<file path="config.mk">
export PLATFORM = sky130hd
export DESIGN_NAME = mul_div_unit
export DESIGN_NICKNAME = d
export VERILOG_FILES = /design/src/rtl/mul_div_unit.sv
export SDC_FILE = /design/constraint.sdc
export NUM_CORES = 1
export LEC_CHECK = 0
export ABC_AREA = 1
export BUFFER_PORTS_ARGS = -buffer_cell sky130_fd_sc_hd__buf_2
export CORE_MARGIN = 4
export CORE_UTILIZATION = 38
export CTS_CLUSTER_DIAMETER = 150
export DETAILED_ROUTE_END_ITERATION = 10
export SLEW_MARGIN = 20
export SYNTH_ARGS = -nofsm -noshare
export SYNTH_HDL_FRONTEND = slang
export SYNTH_SLANG_ARGS = --single-unit
export TNS_END_PERCENT = 5
</file>
<file path="constraint.sdc">
create_clock -name clk -period 6.58 [get_ports clk]
set_input_delay 0.329 -clock clk [delete_from_list [all_inputs] [get_ports clk]]
set_output_delay 0.329 -clock clk [all_outputs]
set_load 0.005 [all_outputs]
</file>
<file path="src/rtl/mul_div_unit.sv">
// Iterative RV32M multiply/divide unit for the execute stage.
// One radix-2 step per cycle on operand magnitudes. Signs are restored when
// the result is formed. Outputs are all registered. Divide-by-zero and signed
// overflow skip the iteration and finish two cycles after issue.
module mul_div_unit #(
    parameter int DATA_WIDTH    = 32,
    parameter int ADDRESS_WIDTH = 5
) (
    input  logic                     clk,
    input  logic                     rst,
    input  logic                     start,
    input  logic [2:0]               op,
    input  logic [DATA_WIDTH-1:0]    a,
    input  logic [DATA_WIDTH-1:0]    b,
    input  logic [ADDRESS_WIDTH-1:0] rd_in,
    input  logic                     flush,
    output logic                     busy,
    output logic                     done,
    output logic                     we,
    output logic [ADDRESS_WIDTH-1:0] rd_out,
    output logic [DATA_WIDTH-1:0]    result
);

    localparam int W  = DATA_WIDTH;
    localparam int CW = $clog2(DATA_WIDTH);
    localparam logic [W-1:0] MIN_NEG  = {1'b1, {(W-1){1'b0}}};
    localparam logic [W-1:0] ALL_ONES = {W{1'b1}};

    typedef enum logic [1:0] {IDLE, CALC, DONE} state_t;

    state_t        state;
    logic [2:0]    op_q;
    logic [W-1:0]  a_q;
    logic [2*W-1:0] prod;      // multiply: {accumulator, multiplier}; divide: {remainder, quotient}
    logic [W-1:0]  mcand;      // multiplicand magnitude or divisor magnitude
    logic [CW-1:0] cnt;
    logic          neg_res;    // product / quotient needs negation
    logic          neg_rem;    // remainder needs negation (dividend was negative)
    logic          div_zero;
    logic          div_ovf;

    // Operand decode at issue: signedness, magnitudes and the special cases
    logic         a_signed, b_signed, a_neg, b_neg, is_zero, is_ovf;
    logic [W-1:0] a_mag, b_mag;

    always_comb begin
        a_signed = op[2] ? ~op[0] : (op[1:0] != 2'b11);
        b_signed = op[2] ? ~op[0] : ~op[1];
        a_neg    = a_signed & a[W-1];
        b_neg    = b_signed & b[W-1];
        a_mag    = a_neg ? -a : a;
        b_mag    = b_neg ? -b : b;
        is_zero  = op[2] && (b == '0);
        is_ovf   = op[2] && !op[0] && (a == MIN_NEG) && (b == ALL_ONES);
    end

    // One iteration step: shift-add for multiply, restoring shift-subtract for divide
    logic [W:0]     mul_sum;
    logic [W+1:0]   div_diff;
    logic [2*W-1:0] step_next;

    always_comb begin
        mul_sum  = {1'b0, prod[2*W-1:W]} + (prod[0] ? {1'b0, mcand} : {(W+1){1'b0}});
        div_diff = {1'b0, prod[2*W-1:W], prod[W-1]} - {2'b00, mcand};
        if (op_q[2]) begin
            if (!div_diff[W+1])
                step_next = {div_diff[W-1:0], prod[W-2:0], 1'b1};
            else
                step_next = {prod[2*W-2:0], 1'b0};
        end else begin
            step_next = {mul_sum, prod[W-1:1]};
        end
    end

    // Sign correction and result selection from the finished product/quotient
    function automatic logic [W-1:0] select_result(
        input logic [2:0]     f,
        input logic [2*W-1:0] p,
        input logic           nr,
        input logic           nm,
        input logic           dz,
        input logic           ov,
        input logic [W-1:0]   dividend
    );
        logic [2*W-1:0] p_fix;
        logic [W-1:0]   quo;
        logic [W-1:0]   rem;
        p_fix = nr ? -p : p;
        quo   = nr ? -p[W-1:0] : p[W-1:0];
        rem   = nm ? -p[2*W-1:W] : p[2*W-1:W];
        if (dz)
            select_result = f[1] ? dividend : ALL_ONES;
        else if (ov)
            select_result = f[1] ? '0 : MIN_NEG;
        else if (!f[2])
            select_result = (f[1:0] == 2'b00) ? p_fix[W-1:0] : p_fix[2*W-1:W];
        else
            select_result = f[1] ? rem : quo;
    endfunction

    // Control FSM with registered outputs and iterative datapath
    always_ff @(posedge clk or posedge rst) begin
        if (rst) begin
            state    <= IDLE;
            op_q     <= '0;
            a_q      <= '0;
            prod     <= '0;
            mcand    <= '0;
            cnt      <= '0;
            neg_res  <= 1'b0;
            neg_rem  <= 1'b0;
            div_zero <= 1'b0;
            div_ovf  <= 1'b0;
            busy     <= 1'b0;
            done     <= 1'b0;
            we       <= 1'b0;
            rd_out   <= '0;
            result   <= '0;
        end else if (flush && state != IDLE) begin
            state <= IDLE;
            busy  <= 1'b0;
            done  <= 1'b0;
            we    <= 1'b0;
        end else begin
            case (state)
                IDLE: begin
                    done <= 1'b0;
                    we   <= 1'b0;
                    if (start) begin
                        op_q     <= op;
                        a_q      <= a;
                        rd_out   <= rd_in;
                        busy     <= 1'b1;
                        cnt      <= CW'(W - 1);
                        neg_res  <= a_neg ^ b_neg;
                        neg_rem  <= a_neg;
                        div_zero <= is_zero;
                        div_ovf  <= is_ovf;
                        if (op[2]) begin
                            prod  <= {{W{1'b0}}, a_mag};
                            mcand <= b_mag;
                        end else begin
                            prod  <= {{W{1'b0}}, b_mag};
                            mcand <= a_mag;
                        end
                        state <= (is_zero || is_ovf) ? DONE : CALC;
                    end
                end
                CALC: begin
                    prod <= step_next;
                    cnt  <= cnt - 1'b1;
                    if (cnt == '0)
                        state <= DONE;
                end
                DONE: begin
                    // First cycle forms the result and raises done; second retires
                    if (!done) begin
                        result <= select_result(op_q, prod, neg_res, neg_rem,
                                                div_zero, div_ovf, a_q);
                        done   <= 1'b1;
                        we     <= (rd_out != '0);
                    end else begin
                        done  <= 1'b0;
                        we    <= 1'b0;
                        busy  <= 1'b0;
                        state <= IDLE;
                    end
                end
                default: state <= IDLE;
            endcase
        end
    end

endmodule

</file>
Yosys cells after proc, flatten, opt, wreduce, memory -nomap -nowiden:

Index checks and enable logic that the tools add are counted.

* memories kept: 0
* memory bits (read-only): 0
* word-level logic and storage cells: 98
* latch bits: 0
* bits in registers: 182
* RAM bits: 0

* reductions and logical operators: 20
* mux-type cells: 39
* $lt $le $gt $ge: 0
* bitwise gates (word level): 7
* shifts and indexed selects: 0
* equal/unequal tests: 9
* multiply operators: 0
* add/sub/neg operators: 8
* divide/modulo/power cells: 0

Operator list (count)
* 2-to-1 mux 32 bit: 14
* 2-to-1 mux 64 bit: 4
* negator 32 bit: 4
* case mux 64 bit (2 select lines): 1
* == test 32 bit (second input constant): 2
* negator 64 bit: 1
* subtractor 33 x 32 -> 34 bit: 1
* adder 32 x 32 -> 33 bit: 1
* logical NOT 32 bit: 1
* AND reduction 3 bit: 5
* 2-to-1 mux 2 bit: 5
* case mux 5 bit (2 select lines): 1
* 2-to-1 mux 1 bit: 9
* != test 3 bit (second input constant): 3
* case mux 1 bit (2 select lines): 3
* case mux 2 bit (3 select lines): 1
* logical AND 1 bit: 5
* logical NOT 5 bit: 1
* 2-to-1 mux 5 bit: 1
* nonzero test 5 bit: 1
* subtractor 5 x 1 -> 5 bit (second input constant): 1
* logical NOT 2 bit: 2
* != test 2 bit (second input constant): 2
* inverter 1 bit: 4
* 8 further kinds: 10

Logic depth before layout (Yosys ltp):

Gate-level depths: netlist of the first run.

* depth in word-level cells: 9
* gate-level depth with buffers: 20
* mapped depth without buffers: 18

Worst setup path after synthesis of the first run:

No wires, ideal clock.

* path kind: register to register
* start point: reg prod[0]
* end point: reg prod[59]
* library setup time: 116 ps
* path slack: 4023 ps
* clock period less this slack: 2557 ps
* stages on the path, launching flop included: 20
* buffers on the path: 2
* arrival: 2441 ps
* cells stage by stage: dfrtp_1 -> buf_2 -> clkbuf_1 -> nand2_1 -> inv_1 -> ha_1 -> inv_1 -> fa_1 -> o21ai_1 -> nand2_1 -> nand2_1 -> nand2_1 -> nand2_1 -> nand3_1 -> nand3_1 -> nand2_1 -> nor2_1 -> nor2_1 -> nand2_1 -> nand2_1

* cells in the longest elaborated chain, start to end: 4

Ends and longest elaborated chain
* from (decl): line 34 `logic [2*W-1:0] prod;`
* from (signal assigned): line 140 `prod <= {{W{1'b0}}, a_mag};`
* from (signal assigned): line 143 `prod <= {{W{1'b0}}, b_mag};`
* from (signal assigned): line 150 `prod <= step_next;`
* 2-to-1 mux 32 bit: line 63 `mul_sum = {1'b0, prod[2*W-1:W]} + (prod[0] ? {1'b0, mcand} : {(W+1){1'b0}});`
* adder 32 x 32 -> 33 bit: line 63
* 2-to-1 mux 64 bit: line 65 `if (op_q[2]) begin`
* case mux 64 bit (2 select lines): line 125 `case (state)`

Every way passes these cells.
A chain may end at the register's enable or synchronous reset.

Worst setup path in the final report of the first run:

Ends and elaborated chain as after synthesis.

==> impl_metrics.toml, run 1 <==
[status]
status = "complete, no violations"

[die]
row_count = 82
die-width_um = 234
core_area_sq_mm = 0.0504
fp.dieH_um = 234
start_util_pct = 38.7
ioPinCount = 116
dieArea_sq_mm = 0.0549

[yosys]
syn_inst = 3376
synthArstFlopShare_pct = 100
ys_ff_latch = 182
synth_warnings = 0
syn_nets = 3525
syn_avg_cell_area_sq_um = 5.77
syn_area_sq_mm = 0.0195
synthMostInstantiatedCell = "nand2_1"
synthTopCellsByCount = "1019 x nand2_1, 438 x nor2_1, 384 x inv_1"
synth.top_cell.area_share_pct = 23.4
yosysTopAreaCell = "dfrtp_1"
synth-edff-count = 0
ys_seq_area_share_pct = 23.4
ys_types = 50
synth_top_flop_cell = "dfrtp_1"
netlist_top_cells_area = "dfrtp_1 23%, nand2_1 20%, nand3_1 8.9%"

[timing]
worstMarginPinSlew_ns = 1.20
post-route-period-util_pct = 52.3
maxSlewHeadroom_pct = 19.3
rsz0062_at_grt = "false"
slew_violations = 0
fin_crit_ns = 3.44
fmax_mhz = 290
finalClockSkew_ns = 0.0174
hold_viol = 0
setup_tns_ns = 0
setup_viol = 0

[route]
postRouteWirelength_um = 88800
dr.pass1.iters = 7
dr_total_vias = 23100
routed_via_density = 5.65
drc = 0
wl_per_cell_um = 21.7
drt_iter0_drc = 3294
ant_nets = 0

[final_layout]
areaGrowthSynthToFinish_pct = 8.64
nNetsFinal = 3558
diodes = 0
final_layout_size_suffix_gt1_share_pct = 6.78
fin_cells = 4093

[worst_setup_path]
cp-end-kind = "register"
startpoint_type = "register"
crit_arrival_ns = 3.82
cp.required_ns = 6.96
path_max_fanout = 34
path_class = "reg2reg"

[cts]
postCtsSetupBuffers = 0
clkTransAtPathRegs_ns = 0.08
cts.sinks = 182
clkLatencyLatePin_ns = 0.50
cts_buffer_depth = 2
cts_tree = "done"
root_buffer = "clkbuf_16"
numCtsBuffers = 17
htreeDepth = 4

[power_and_ir_drop]
ir_drop_v = 0.000225
p_per_area_mw_per_mm2 = 534
leakagePower_nw = 10.7

[worst_hold_path]
hold_path.class = "in2reg"

[global_routing]
antenna_found_initial = 1
grt.total_usage_pct = 31.6
grt_pass1_vias = 20400
grt_pass1_wl_um = 130000
grt_max_degree = 97
grt_overflow_total = 0

[placement]
dpl.cell_count = 4061
place.gp.congestion = 1.05
port-buffer-count = 115
dp_hpwl_um = 71000

[job]
maxCapViolCount = 0
stage by stage:
stage | util (%) | worst slack (ns) | hold slack, ns | total power, mW | instance area, sq um
2_1_floorplan | - | 1.31 | 0.443 | 7.29 | 19500
3_3_place_gp | 40.8 | 3.34 | 0.442 | 9.98 | 20600
3_5_place_dp | 40.8 | 3.28 | 0.437 | 9.94 | 20600
4_1_cts | 42.0 | 3.24 | 0.0119 | 11.0 | 21200
5_1_grt | 42.0 | 2.86 | 0.0257 | 12.1 | 21200
6_report | 42.0 | 3.14 | 0.0278 | 11.3 | 21200
routing by layer:
metal | share of wire, % | wire, um | vias up | track usage [%]
li1 | - | - | 11000 | -
met1 | 44 | 38700 | 10600 | 46.9
met2 | 42 | 36900 | 1310 | 45.3
met3 | 11 | 9540 | 170 | 6.16
met4 | 4.1 | 3690 | 2 | 11.8
met5 | 0.014 | 12 | - | 0
layout make-up:
class	count	area [sq um]
clock buffers	18	429
clock inverters	13	164
multi-input cells	2671	12900
fillers	5673	29200
repair buffers	136	736
inverters	401	1510
well taps	672	841
flip-flops and latches	182	4560
timing repair:
| item | in CTS | in global routing |
|---|---|---|
| hold endpoints to repair | 79 | 0 |
| hold buffers | 1 | 0 |
| gates resized for setup | 0 | 0 |
flip-flops by register name (all words and copies together), names as in the netlist:
name	cells
op_q	3
state	2
neg_rem	1
a_q	32
we	1
neg_res	1
result	32
mcand	32
busy	1
cnt	5
rd_out	5
done	1
prod	64
div_zero	1
div_ovf	1
cell families (layout without fill, tap and decap cells):
family,Yosys count,in the layout,share of synthesized area [%]
simple gates,1979,1979,42.9
compound gates,544,544,15.2
buf+inv,523,568,10.4
flops,182,182,23.4
xor+xnor,75,75,3.37
fa+ha+maj,73,73,4.77
final timing paths:
path / start / to / slack (ns) / depth (start not counted)
min in group asynchronous: rst / result[22] / 0.42 / 3
min reg2reg: busy / busy / 0.47 / 2
max: prod[0] / prod[59] / 3.14 / 17
max reg2reg: prod[0] / prod[59] / 3.14 / 17
min: rd_in[4] / rd_out[4] / 0.03 / 3
max in group asynchronous: rst / op_q[2] / 4.72 / 4
report_power, final:
part           total [mW]  internal, mW  switching, mW  leakage, nW
Sequential           2.41          1.63          0.787         2.21
Combinational        7.81          2.29           5.53         8.20
Clock                1.07         0.539          0.530        0.285
Total                11.3          4.45           6.84         10.7
layout by cell type, fill, tap and decap left out, types with 4 or more instances in the layout:
cell,count
xor2_1,59
a21o_1,12
nor4_1,8
nand3_1,346
a31oi_1,15
o21ai_1,14
clkbuf_16,17
or2_2,10
o221ai_1,7
nand4_1,63
ha_1,71
a21boi_0,4
o21ai_0,204
buf_4,20
inv_8,4
nor2_4,6
nor3_1,35
inv_2,11
a21oi_1,232
buf_2,115
a22oi_1,6
dfrtp_1,180
nor2_2,16
o211ai_1,33
inv_1,381
nand2_1,1019
o21a_1,6
clkinv_1,8
nand2_2,10
nand3b_1,17
nor2_1,435
xnor2_1,16
critical path, cell delays in order, from the launching register on:
cell and delay [ns]:
dfrtp_1 1.00, nand2_1 0.12, inv_1 0.08, ha_1 0.17, inv_1 0.07, fa_1 0.44
o21ai_1 0.38, nand2_1 0.09, nand2_1 0.15, nand2_1 0.09, nand2_1 0.09, nand3_1 0.14
nand3_1 0.13, nand2_1 0.05, nor2_1 0.11, nor2_1 0.05, nand2_1 0.09, nand2_1 0.05
Power figures use the tool's default switching activity.
==> run 2: changes to the inputs <==
- clock period: 6.58 -> 3 ns (I/O delays scaled with it)
==> run 2 against run 1 <==
  * Sequential power grew 110%
  * Maximum frequency rose by 21%
  * Clock-buffer cell count shrank 1
  * First-iteration DRC count fell by 4.1%
  * Critical path depth shrank 3
  * Sequential share of layout area is 0.84 points lower
  * Core utilization grew 1.7 points
  * Clock skew shrank 0.0039 ns
==> impl_metrics.toml, run 2 (synthesis gave the netlist of run 1 again) <==
[global_routing]
antenna_found_initial = 0
use_met2_pct = 47.1
grt_pass1_wl_um = 134000
grt.met1_usage_pct = 47.5
grt_overflow_total = 0
grt-busiest-layer = "met1"
grt.total_usage_pct = 32.7
global_route.usage.met3_pct = 6.83
grt_max_degree = 90
grt_pass1_vias = 21100

[job]
maxCapViolCount = 0

[cts]
clkTransAtPathRegs_ns = 0.08
postCtsSetupBuffers = 0
numCtsBuffers = 17
htreeDepth = 4
clkLatencyLatePin_ns = 0.49
cts_tree = "done"
cts_buffer_depth = 2
root_buffer = "clkbuf_16"
cts.sinks = 182

[timing]
post-route-period-util_pct = 94.7
fmax_mhz = 352
hold_viol = 0
worstMarginPinSlew_ns = 0.951
rsz0062_at_grt = "false"
fin_crit_ns = 2.84
setup_tns_ns = 0
slew_violations = 0
finalClockSkew_ns = 0.0135
maxSlewHeadroom_pct = 36.5
setup_viol = 0

[worst_hold_path]
whs_endpoint = "a_q[10]"
whs_path_depth = 3
min_from = "a[10]"
hold_path.class = "in2reg"

[die]
fp.dieH_um = 234
die-width_um = 234
row_count = 82
core_area_sq_mm = 0.0504
dieArea_sq_mm = 0.0549
start_util_pct = 38.7
ioPinCount = 116

[route]
drt_iter0_drc = 3160
dr_total_vias = 23600
wl_per_cell_um = 21.8
drc = 0
ant_nets = 0
postRouteWirelength_um = 91300
routed_via_density = 5.63
dr.pass1.iters = 6

[worst_setup_path]
path_max_fanout = 33
r2r-end = "prod[48]"
crit_arrival_ns = 3.27
reg2reg_slack_ns = 0.16
r2r_start = "prod[0]"
cp.required_ns = 3.43
path_class = "reg2reg"
cp-end-kind = "register"
rr_worst_depth = 14
startpoint_type = "register"

[final_layout]
areaGrowthSynthToFinish_pct = 13.1
largest_reg_flops = 64
layout.area.seq_sq_mm = 0.00456
fillers = 5549
final_layout_size_suffix_gt1_share_pct = 8.56
regMostFlops = "prod"
nNetsFinal = 3651
final_common_cell = "nand2_1"
multiInputGateArea_sq_mm = 0.0129
diodes = 0
layout_common_cells = "1019 x nand2_1, 435 x nor2_1, 382 x inv_1"
fin_area_sq_mm = 0.0220

[placement]
port-buffer-count = 115
placement.cell_area_sq_mm = 0.0211
place.gp.congestion = 1.08
dp_hpwl_um = 74700

[power_and_ir_drop]
p_int_mw = 10.2
switching_power_mw = 15.2
leakagePower_nw = 11.2
p_per_area_mw_per_mm2 = 1150
power_frac_seq_pct = 19.6
p_comb_share_pct = 71.4
p_total_mw = 25.4
p_clk_share_pct = 9.0
switching_share_pct = 59.8
ir_drop_v = 0.000530

[status]
status = "complete, no violations"
run 2: critical path: stages, from the launching register on:
cell     delay [ns]
dfrtp_1        0.41
buf_12         0.18
nand2_1        0.09
inv_1          0.09
ha_1           0.37
nand2_1        0.15
nor2_1         0.15
inv_1          0.11
nor2_1         0.21
nand4_1        0.16
nand3_1        0.17
nor2_1         0.05
o21ai_0        0.41
nand4_1        0.15
nand2_1        0.07
run 2: worst max path at each step:
stage | to | start | slack, ns
6_report | prod[48] | prod[0] | 0.16
5_1_grt | prod[50] | prod[31] | 0.03
4_1_cts | prod[62] | prod[31] | 0.26
3_5_place_dp | prod[46] | prod[31] | 0.27
3_3_place_gp | prod[48] | prod[0] | 0.25
2_1_floorplan | prod[59] | prod[0] | 0.44
run 2: layout make-up:
type / instances / area share (%)
Clock buffer: 17 / 1.93
Clock inverter: 15 / 0.739
Sequential cell: 182 / 20.7
Inverter: 401 / 6.85
Multi-Input combinational cell: 2671 / 58.7
Tap cell: 672 / 3.82
Timing Repair Buffer: 229 / 7.27
run 2: per-stage QoR:
stage	std cells	util (%)	worst slack, ns	hold WS, ns
after floorplan	3376	-	0.443	0.267
after global placement	4127	42.0	0.255	0.354
after global routing	4187	43.7	0.0319	0.0210
after detailed placement	4127	42.0	0.268	0.359
final	4187	43.7	0.160	0.0246
after CTS	4187	43.7	0.255	0.00172
run 2: power by group through the flow:
stage          combinational (mW)  clock [mW]  sequential, mW
6_report                     18.1        2.29            4.97
5_1_grt                      19.8        2.43            5.04
4_1_cts                      17.6        2.32            4.87
3_5_place_dp                 17.5           0            4.90
3_3_place_gp                 17.6           0            4.90
2_1_floorplan                11.6           0            4.35
run 2: per-layer routing:
| layer | wire, um | part of all wire (%) |
|---|---|---|
| met4 | 4010 | 4.4 |
| met3 | 9810 | 11 |
| met2 | 38000 | 42 |
| met1 | 39500 | 43 |
| met5 | 0 | 0 |
run 2: timing repair:
item,4_1_cts,5_1_grt
hold endpoints to repair,58,0
endpoints found under the setup margin,0,1
hold buffers,28,0
gates resized for setup,0,1
